===== src/rtl/booth_mac_accumulator_if.sv =====
// Operand/result handshake bundle for booth_mac_accumulator.
// The producer/consumer side uses the master modport; the MAC uses slave.
interface booth_mac_accumulator_if #(
  parameter int unsigned ACC_W = 16
);
  logic                    clear;
  logic                    in_valid;
  logic                    in_ready;
  logic signed [3:0]       multiplicand;
  logic signed [3:0]       multiplier;
  logic                    out_valid;
  logic                    out_ready;
  logic signed [ACC_W-1:0] acc_out;
  logic                    overflow;

  modport master (
    output clear, in_valid, multiplicand, multiplier, out_ready,
    input  in_ready, out_valid, acc_out, overflow
  );

  modport slave (
    input  clear, in_valid, multiplicand, multiplier, out_ready,
    output in_ready, out_valid, acc_out, overflow
  );
endinterface


===== src/rtl/booth_mac_accumulator.sv =====
// Booth multiplier feeding a LEN-term signed dot-product accumulator.
// Define BOOTH_MAC_SATURATION_EN to clamp on overflow instead of wrapping.

// Radix-2 Booth recoding of a 4x4 signed product.
module booth_multiplier (
  input  logic signed [3:0] i_multiplicand,
  input  logic signed [3:0] i_multiplier,
  output logic signed [7:0] o_product
);
  logic signed [7:0] w_a;
  logic [4:0]        w_b;

  always_comb begin
    w_a       = 8'(i_multiplicand);
    w_b       = {i_multiplier, 1'b0};
    o_product = '0;
    for (int i = 0; i < 4; i++) begin
      case (w_b[i +: 2])
        2'b01:   o_product = o_product + (w_a <<< i);
        2'b10:   o_product = o_product - (w_a <<< i);
        default: o_product = o_product;
      endcase
    end
  end
endmodule

module booth_mac_accumulator #(
  parameter int unsigned ACC_W = 16,
  parameter int unsigned LEN   = 4
) (
  input  logic                     clk,
  input  logic                     rst,
  booth_mac_accumulator_if.slave   bus
);
  localparam int unsigned CNT_W = $clog2(LEN + 1);

  typedef enum logic [1:0] {
    S_ACC   = 2'd0,
    S_FLUSH = 2'd1,
    S_DONE  = 2'd2
  } state_t;

  state_t                  r_state;
  state_t                  w_state_nxt;
  logic signed [7:0]       w_product;
  logic signed [7:0]       r_prod;
  logic                    r_prod_v;
  logic [CNT_W-1:0]        r_cnt;
  logic signed [ACC_W-1:0] r_acc;
  logic signed [ACC_W-1:0] w_ext;
  logic signed [ACC_W-1:0] w_sum;
  logic signed [ACC_W-1:0] w_acc_nxt;
  logic                    w_add_ovf;
  logic                    r_ovf;
  logic                    w_in_ready;
  logic                    w_out_valid;
  logic                    w_accept;
  logic                    w_out_hs;

  booth_multiplier u_mult (
    .i_multiplicand (bus.multiplicand),
    .i_multiplier   (bus.multiplier),
    .o_product      (w_product)
  );

  always_ff @(posedge clk or posedge rst) begin
    if (rst) r_state <= S_ACC;
    else     r_state <= w_state_nxt;
  end

  // Next-state and handshake decode; clear overrides every state.
  always_comb begin
    w_state_nxt = r_state;
    w_in_ready  = 1'b0;
    w_out_valid = 1'b0;
    case (r_state)
      S_ACC: begin
        w_in_ready = !bus.clear;
        if (w_in_ready && bus.in_valid && (r_cnt == CNT_W'(LEN - 1)))
          w_state_nxt = S_FLUSH;
      end
      S_FLUSH: w_state_nxt = S_DONE;
      S_DONE: begin
        w_out_valid = 1'b1;
        if (bus.out_ready) w_state_nxt = S_ACC;
      end
      default: w_state_nxt = S_ACC;
    endcase
    if (bus.clear) w_state_nxt = S_ACC;
  end

  assign w_accept = bus.in_valid && w_in_ready;
  assign w_out_hs = w_out_valid && bus.out_ready;

  // Signed add with overflow when both addends agree in sign but the sum does not.
  assign w_ext     = ACC_W'(r_prod);
  assign w_sum     = r_acc + w_ext;
  assign w_add_ovf = (r_acc[ACC_W-1] == w_ext[ACC_W-1]) &&
                     (w_sum[ACC_W-1] != r_acc[ACC_W-1]);

`ifdef BOOTH_MAC_SATURATION_EN
  always_comb begin
    w_acc_nxt = w_sum;
    if (w_add_ovf)
      w_acc_nxt = r_acc[ACC_W-1] ? {1'b1, {(ACC_W-1){1'b0}}}
                                 : {1'b0, {(ACC_W-1){1'b1}}};
  end
`else
  assign w_acc_nxt = w_sum;
`endif

  always_ff @(posedge clk or posedge rst) begin
    if (rst) begin
      r_prod   <= '0;
      r_prod_v <= 1'b0;
      r_cnt    <= '0;
      r_acc    <= '0;
      r_ovf    <= 1'b0;
    end else if (bus.clear) begin
      r_prod_v <= 1'b0;
      r_cnt    <= '0;
      r_acc    <= '0;
      r_ovf    <= 1'b0;
    end else begin
      r_prod_v <= w_accept;
      if (w_accept) begin
        r_prod <= w_product;
        r_cnt  <= r_cnt + CNT_W'(1);
      end
      if (r_prod_v) begin
        r_acc <= w_acc_nxt;
        if (w_add_ovf) r_ovf <= 1'b1;
      end
      if (w_out_hs) begin
        r_acc <= '0;
        r_cnt <= '0;
        r_ovf <= 1'b0;
      end
    end
  end

  assign bus.in_ready  = w_in_ready;
  assign bus.out_valid = w_out_valid;
  assign bus.acc_out   = r_acc;
  assign bus.overflow  = r_ovf;
endmodule


===== src/flat_wrapper.sv =====
// flat-port wrapper written by rule: the top's interface ports become plain ports
module booth_mac_accumulator_flat 
#(
  parameter int unsigned ACC_W = 16,
  parameter int unsigned LEN   = 4
)
  (clk, rst, bus_clear, bus_in_valid, bus_multiplicand, bus_multiplier, bus_out_ready, bus_in_ready, bus_out_valid, bus_acc_out, bus_overflow);
  booth_mac_accumulator_if #(.ACC_W(ACC_W)) bus_i ();
  input  logic clk;
  input  logic rst;
  input wire logic [$bits(bus_i.clear)-1:0] bus_clear;
  input wire logic [$bits(bus_i.in_valid)-1:0] bus_in_valid;
  input wire logic [$bits(bus_i.multiplicand)-1:0] bus_multiplicand;
  input wire logic [$bits(bus_i.multiplier)-1:0] bus_multiplier;
  input wire logic [$bits(bus_i.out_ready)-1:0] bus_out_ready;
  output wire logic [$bits(bus_i.in_ready)-1:0] bus_in_ready;
  output wire logic [$bits(bus_i.out_valid)-1:0] bus_out_valid;
  output wire logic [$bits(bus_i.acc_out)-1:0] bus_acc_out;
  output wire logic [$bits(bus_i.overflow)-1:0] bus_overflow;
  assign bus_i.clear = bus_clear;
  assign bus_i.in_valid = bus_in_valid;
  assign bus_i.multiplicand = bus_multiplicand;
  assign bus_i.multiplier = bus_multiplier;
  assign bus_i.out_ready = bus_out_ready;
  assign bus_in_ready = bus_i.in_ready;
  assign bus_out_valid = bus_i.out_valid;
  assign bus_acc_out = bus_i.acc_out;
  assign bus_overflow = bus_i.overflow;
  booth_mac_accumulator #(.ACC_W(ACC_W), .LEN(LEN)) u_core (.clk(clk), .rst(rst), .bus(bus_i));
endmodule

===== config.mk =====
export PLATFORM = sky130hd
export DESIGN_NAME = booth_mac_accumulator_flat
export DESIGN_NICKNAME = d
export VERILOG_FILES = /design/src/rtl/booth_mac_accumulator_if.sv /design/src/rtl/booth_mac_accumulator.sv /design/src/flat_wrapper.sv
export SDC_FILE = /design/constraint.sdc
export NUM_CORES = 1
export LEC_CHECK = 0
export BUFFER_PORTS_ARGS = -buffer_cell sky130_fd_sc_hd__buf_4
export CORE_ASPECT_RATIO = 1.5
export CORE_MARGIN = 4
export CORE_UTILIZATION = 25
export CTS_BUF_LIST = sky130_fd_sc_hd__clkbuf_16
export CTS_CLUSTER_DIAMETER = 100
export DETAILED_ROUTE_END_ITERATION = 12
export PLACE_DENSITY_LB_ADDON = 0.3
export SLEW_MARGIN = 20
export SYNTH_ARGS = -nofsm -noshare
export SYNTH_HDL_FRONTEND = slang
export SYNTH_HIERARCHICAL = 1
export SYNTH_SLANG_ARGS = --single-unit

===== constraint.sdc =====
create_clock -name clk -period 2.6 [get_ports clk]
set_clock_uncertainty 0.05 [all_clocks]
set_input_delay 0.13 -clock clk [delete_from_list [all_inputs] [get_ports clk]]
set_output_delay 0.13 -clock clk [all_outputs]
set_load 0.02 [all_outputs]

==> run_results.csv <==
group,metric,value,unit
outcome,status,"finished, violations left",
outcome,violations,"negative setup slack",
cts,clk_path_buf_depth,2,
cts,clock_latency,280,ps
cts,cts-root-buf,"clkbuf_16",
finish,regArea,776,um^2
route,viasPerCell,4.93,
placed_design,dp_slack,-2070,ps
power_and_ir_drop,peakVddDrop,0.278,mV
sta,slew_violations,0,
critical_path,cp.required,2720,ps
yosys,postSynthAreaPerCell,8.33,um^2
sta,setup_ws,-1570,ps
critical_path,reg2reg_from,"u_core/bus.acc_out[0]",
sta,fin_crit,4170,ps
floorplanning,dieHeight,149,um
critical_path,r2r_setup_slack,190,ps
route,drtPass1Iterations,4,
global_route,first_global_vias,3325,
placed_design,io_buffer_count,31,
global_route,track_usage,0.127,
sta,setup_viol,5,
yosys,synthCells,396,
sta,rsz0062_at_grt,"true",
yosys,synth-main-ff-cell,"dfrtp_1",
yosys,ys_ff_latch,31,
critical_path,regToRegEndpoint,"u_core/bus.acc_out[14]",
critical_path,cp_max_fo,3,
route,wire_per_inst,13.8,um
yosys,yosysWarnings,6,
power_and_ir_drop,leakage,2.16,nW
cts,cts_sinks,31,
min_path,hold_path.class,"primary input to register",
finish,num_antenna_cells,0,
yosys,synth_enable_flop_cells,0,
cts,cts_tree,"done",
floorplanning,ios,32,
critical_path,endpoint_kind,"register",
floorplanning,fp.dieArea,0.0151,mm^2
cts,cts_made_buffers,5,
floorplanning,start_util,0.255,
critical_path,worst-endpoint-arrival,4290,ps
route,drt_iter0_markers,67,
yosys,ys_types,63,
finish,multiInputGateArea,0.00248,mm^2
yosys,yosysSeqAreaShare,0.235,
critical_path,crit_path_top_delay_cell,"ha_1",
sta,finalHoldViolCount,0,
finish,finalNetCount,537,
critical_path,crit_path_max_incr_delay,310,ps
route,drcViolationCount,0,
yosys,async_flop_share,1.00,
critical_path,cp-start-kind,"primary input",
min_path,hp-start,"bus_in_valid",
global_route,antenna_found_initial,0,
route,drt_wl_total,8930,um
floorplanning,rows,51,
placed_design,dp_hpwl,7180,um
global_route,grt_max_degree,32,
min_path,min_to,"u_core/r_state[0]",
critical_path,path_class,"primary input to register",
power_and_ir_drop,power.density,680,mW/mm^2
sta,fin_setup_tns,-4790,ps
route,vias,3196,
cts,cts_max_level,2,
global_route,grt_first_pass_wirelength,15500,um
floorplanning,die_w,102,um
finish,area_delta_synth_final,36.4,%
sta,relSlewSlack,0.657,
yosys,syn_area,0.00330,mm^2
sta,worst_pin_slew,514,ps
floorplanning,core_area,0.0130,mm^2
sta,max_freq,240,MHz
finish,drive_gt1_frac,0.317,
route,postRouteAntennaNets,0,
min_path,hold_depth,2,
finish,fillers,1365,
placed_design,gp_congestion,0.843,
sta,hold_slack,48.5,ps
job,max_cap_viol_count,0,
critical_path,r2r.worst_path.cells,8,
global_route,overflow,0,
sta,fin_crit_sh,1.60,
yosys,syn_nets,445,
cts,clk_pin_slew,50,ps
[state kept, by name, summed over array words and instances (netlist names)]
register and count:
u_core/bus.acc_out 16, u_core/r_prod 8, u_core/r_cnt 3, u_core/r_state 2
u_core/bus.overflow 1, u_core/r_prod_v 1
[routing by layer]
metal,GRT usage,share of wire,routed length (um),vias up
met5,0,0,0,-
met4,0.0486,0.025,227,0
met3,0.0136,0.024,217,16
met2,0.252,0.57,5080,44
met1,0.131,0.38,3410,1532
li1,-,-,-,1604
[kinds of logic after synthesis]
| family | share of synthesized area |
|---|---|
| mux | 0.0683 |
| simple gates | 0.226 |
| compound gates | 0.197 |
| fa+ha+maj | 0.149 |
| flops | 0.235 |
| buf+inv | 0.0527 |
| xor+xnor | 0.0721 |
[through the flow]
step | power, mW | util | cells | cell area (um^2)
2_1_floorplan | 1.83 | - | 396 | 3410
3_3_place_gp | 2.29 | 0.323 | 629 | 4180
3_5_place_dp | 2.33 | 0.323 | 629 | 4180
4_1_cts | 3.08 | 0.346 | 646 | 4480
5_1_grt | 3.32 | 0.348 | 648 | 4500
6_report | 3.06 | 0.348 | 648 | 4500
[power breakdown]
part	total (mW)	leakage (nW)	switching, mW	internal, mW
registers	0.662	0.414	0.0916	0.570
logic	1.84	1.67	0.900	0.938
clock network	0.561	0.0710	0.212	0.349
[cell usage after synthesis (2+ instances only)]
cell type  number  area [um^2]
o21ai_0        14         70.1
nand3b_1        2         15.0
clkbuf_1        9         33.8
nand4_1         4         25.0
nand3_2         2         20.0
a21o_1         11         82.6
dfrtp_1        31          776
a31oi_1         4         25.0
mux2_2          4         45.0
buf_1           2         7.51
nor3_2          2         20.0
a21boi_0        2         15.0
nor2b_1         5         31.3
o21a_1          6         45.0
xor2_1          6         52.6
xnor2_1        18          158
o211ai_2        2         25.0
or3_1           9         56.3
a32oi_1         2         17.5
nor2_1         33          124
fa_1            4         80.1
nor3_1         11         55.1
ha_1           32          400
inv_1          21         78.8
mux2i_1        18          180
o211ai_1        2         15.0
nand2b_1        2         12.5
and3_1          5         31.3
o31a_1          3         26.3
nor4b_1         2         17.5
a211oi_1        4         30.0
a21oi_1        32          160
nand3_1        12         60.1
buf_2           4         20.0
nand2_1        44          165
and2_1          2         12.5
o22ai_1         2         12.5
buf_6           2         22.5
o311ai_1        2         17.5
[how the worst max path moves through the flow]
| stage | startpoint | to | slack, ps |
|---|---|---|---|
| after floorplan | bus_multiplier[0] | u_core/r_prod[7] | -2000 |
| after global placement | bus_multiplicand[0] | u_core/r_prod[7] | -1970 |
| after detailed placement | bus_multiplicand[0] | u_core/r_prod[7] | -2070 |
| after CTS | bus_multiplicand[1] | u_core/r_prod[7] | -1610 |
| after global routing | bus_multiplicand[1] | u_core/r_prod[7] | -1880 |
| final | bus_multiplicand[0] | u_core/r_prod[7] | -1570 |
[worst max-delay path, delay by kind of cell]
family / cells / cell delay [ps]
buffers and inverters: 6 / 500
AND/OR/NAND/NOR: 5 / 450
adder cells (fa/ha/maj): 5 / 1150
AO/OA/AOI/OAI: 7 / 1000
XOR/XNOR: 5 / 780
multiplexers: 1 / 290
[cells in the final DEF, fill, tap and decap left out, drive strengths merged, types with 15 or more instances in the layout]
cell,count
buf,101
nand2,45
nor2,33
a21oi,33
ha,32
dfrtp,31
inv,23
xnor2,19
mux2i,18
o21ai,15
[cell type report]
| cell class | instances | area share |
|---|---|---|
| multi-input combinational | 325 | 0.550 |
| timing repair buffer | 103 | 0.181 |
| clock buffer | 5 | 0.0278 |
| clock inverter | 3 | 0.00361 |
| inverter | 22 | 0.0206 |
| tap | 159 | 0.0442 |
| sequential | 31 | 0.172 |
[what timing repair did]
action / CTS / global route
hold buffers: 2 / 0
gates resized for setup: 27 / 1
hold endpoints to repair: 32 / 0
pin swaps: 15 / 5
setup endpoints to repair: 5 / 5
buffers inserted: 7 / 3
(Power assumes the default switching activity.)
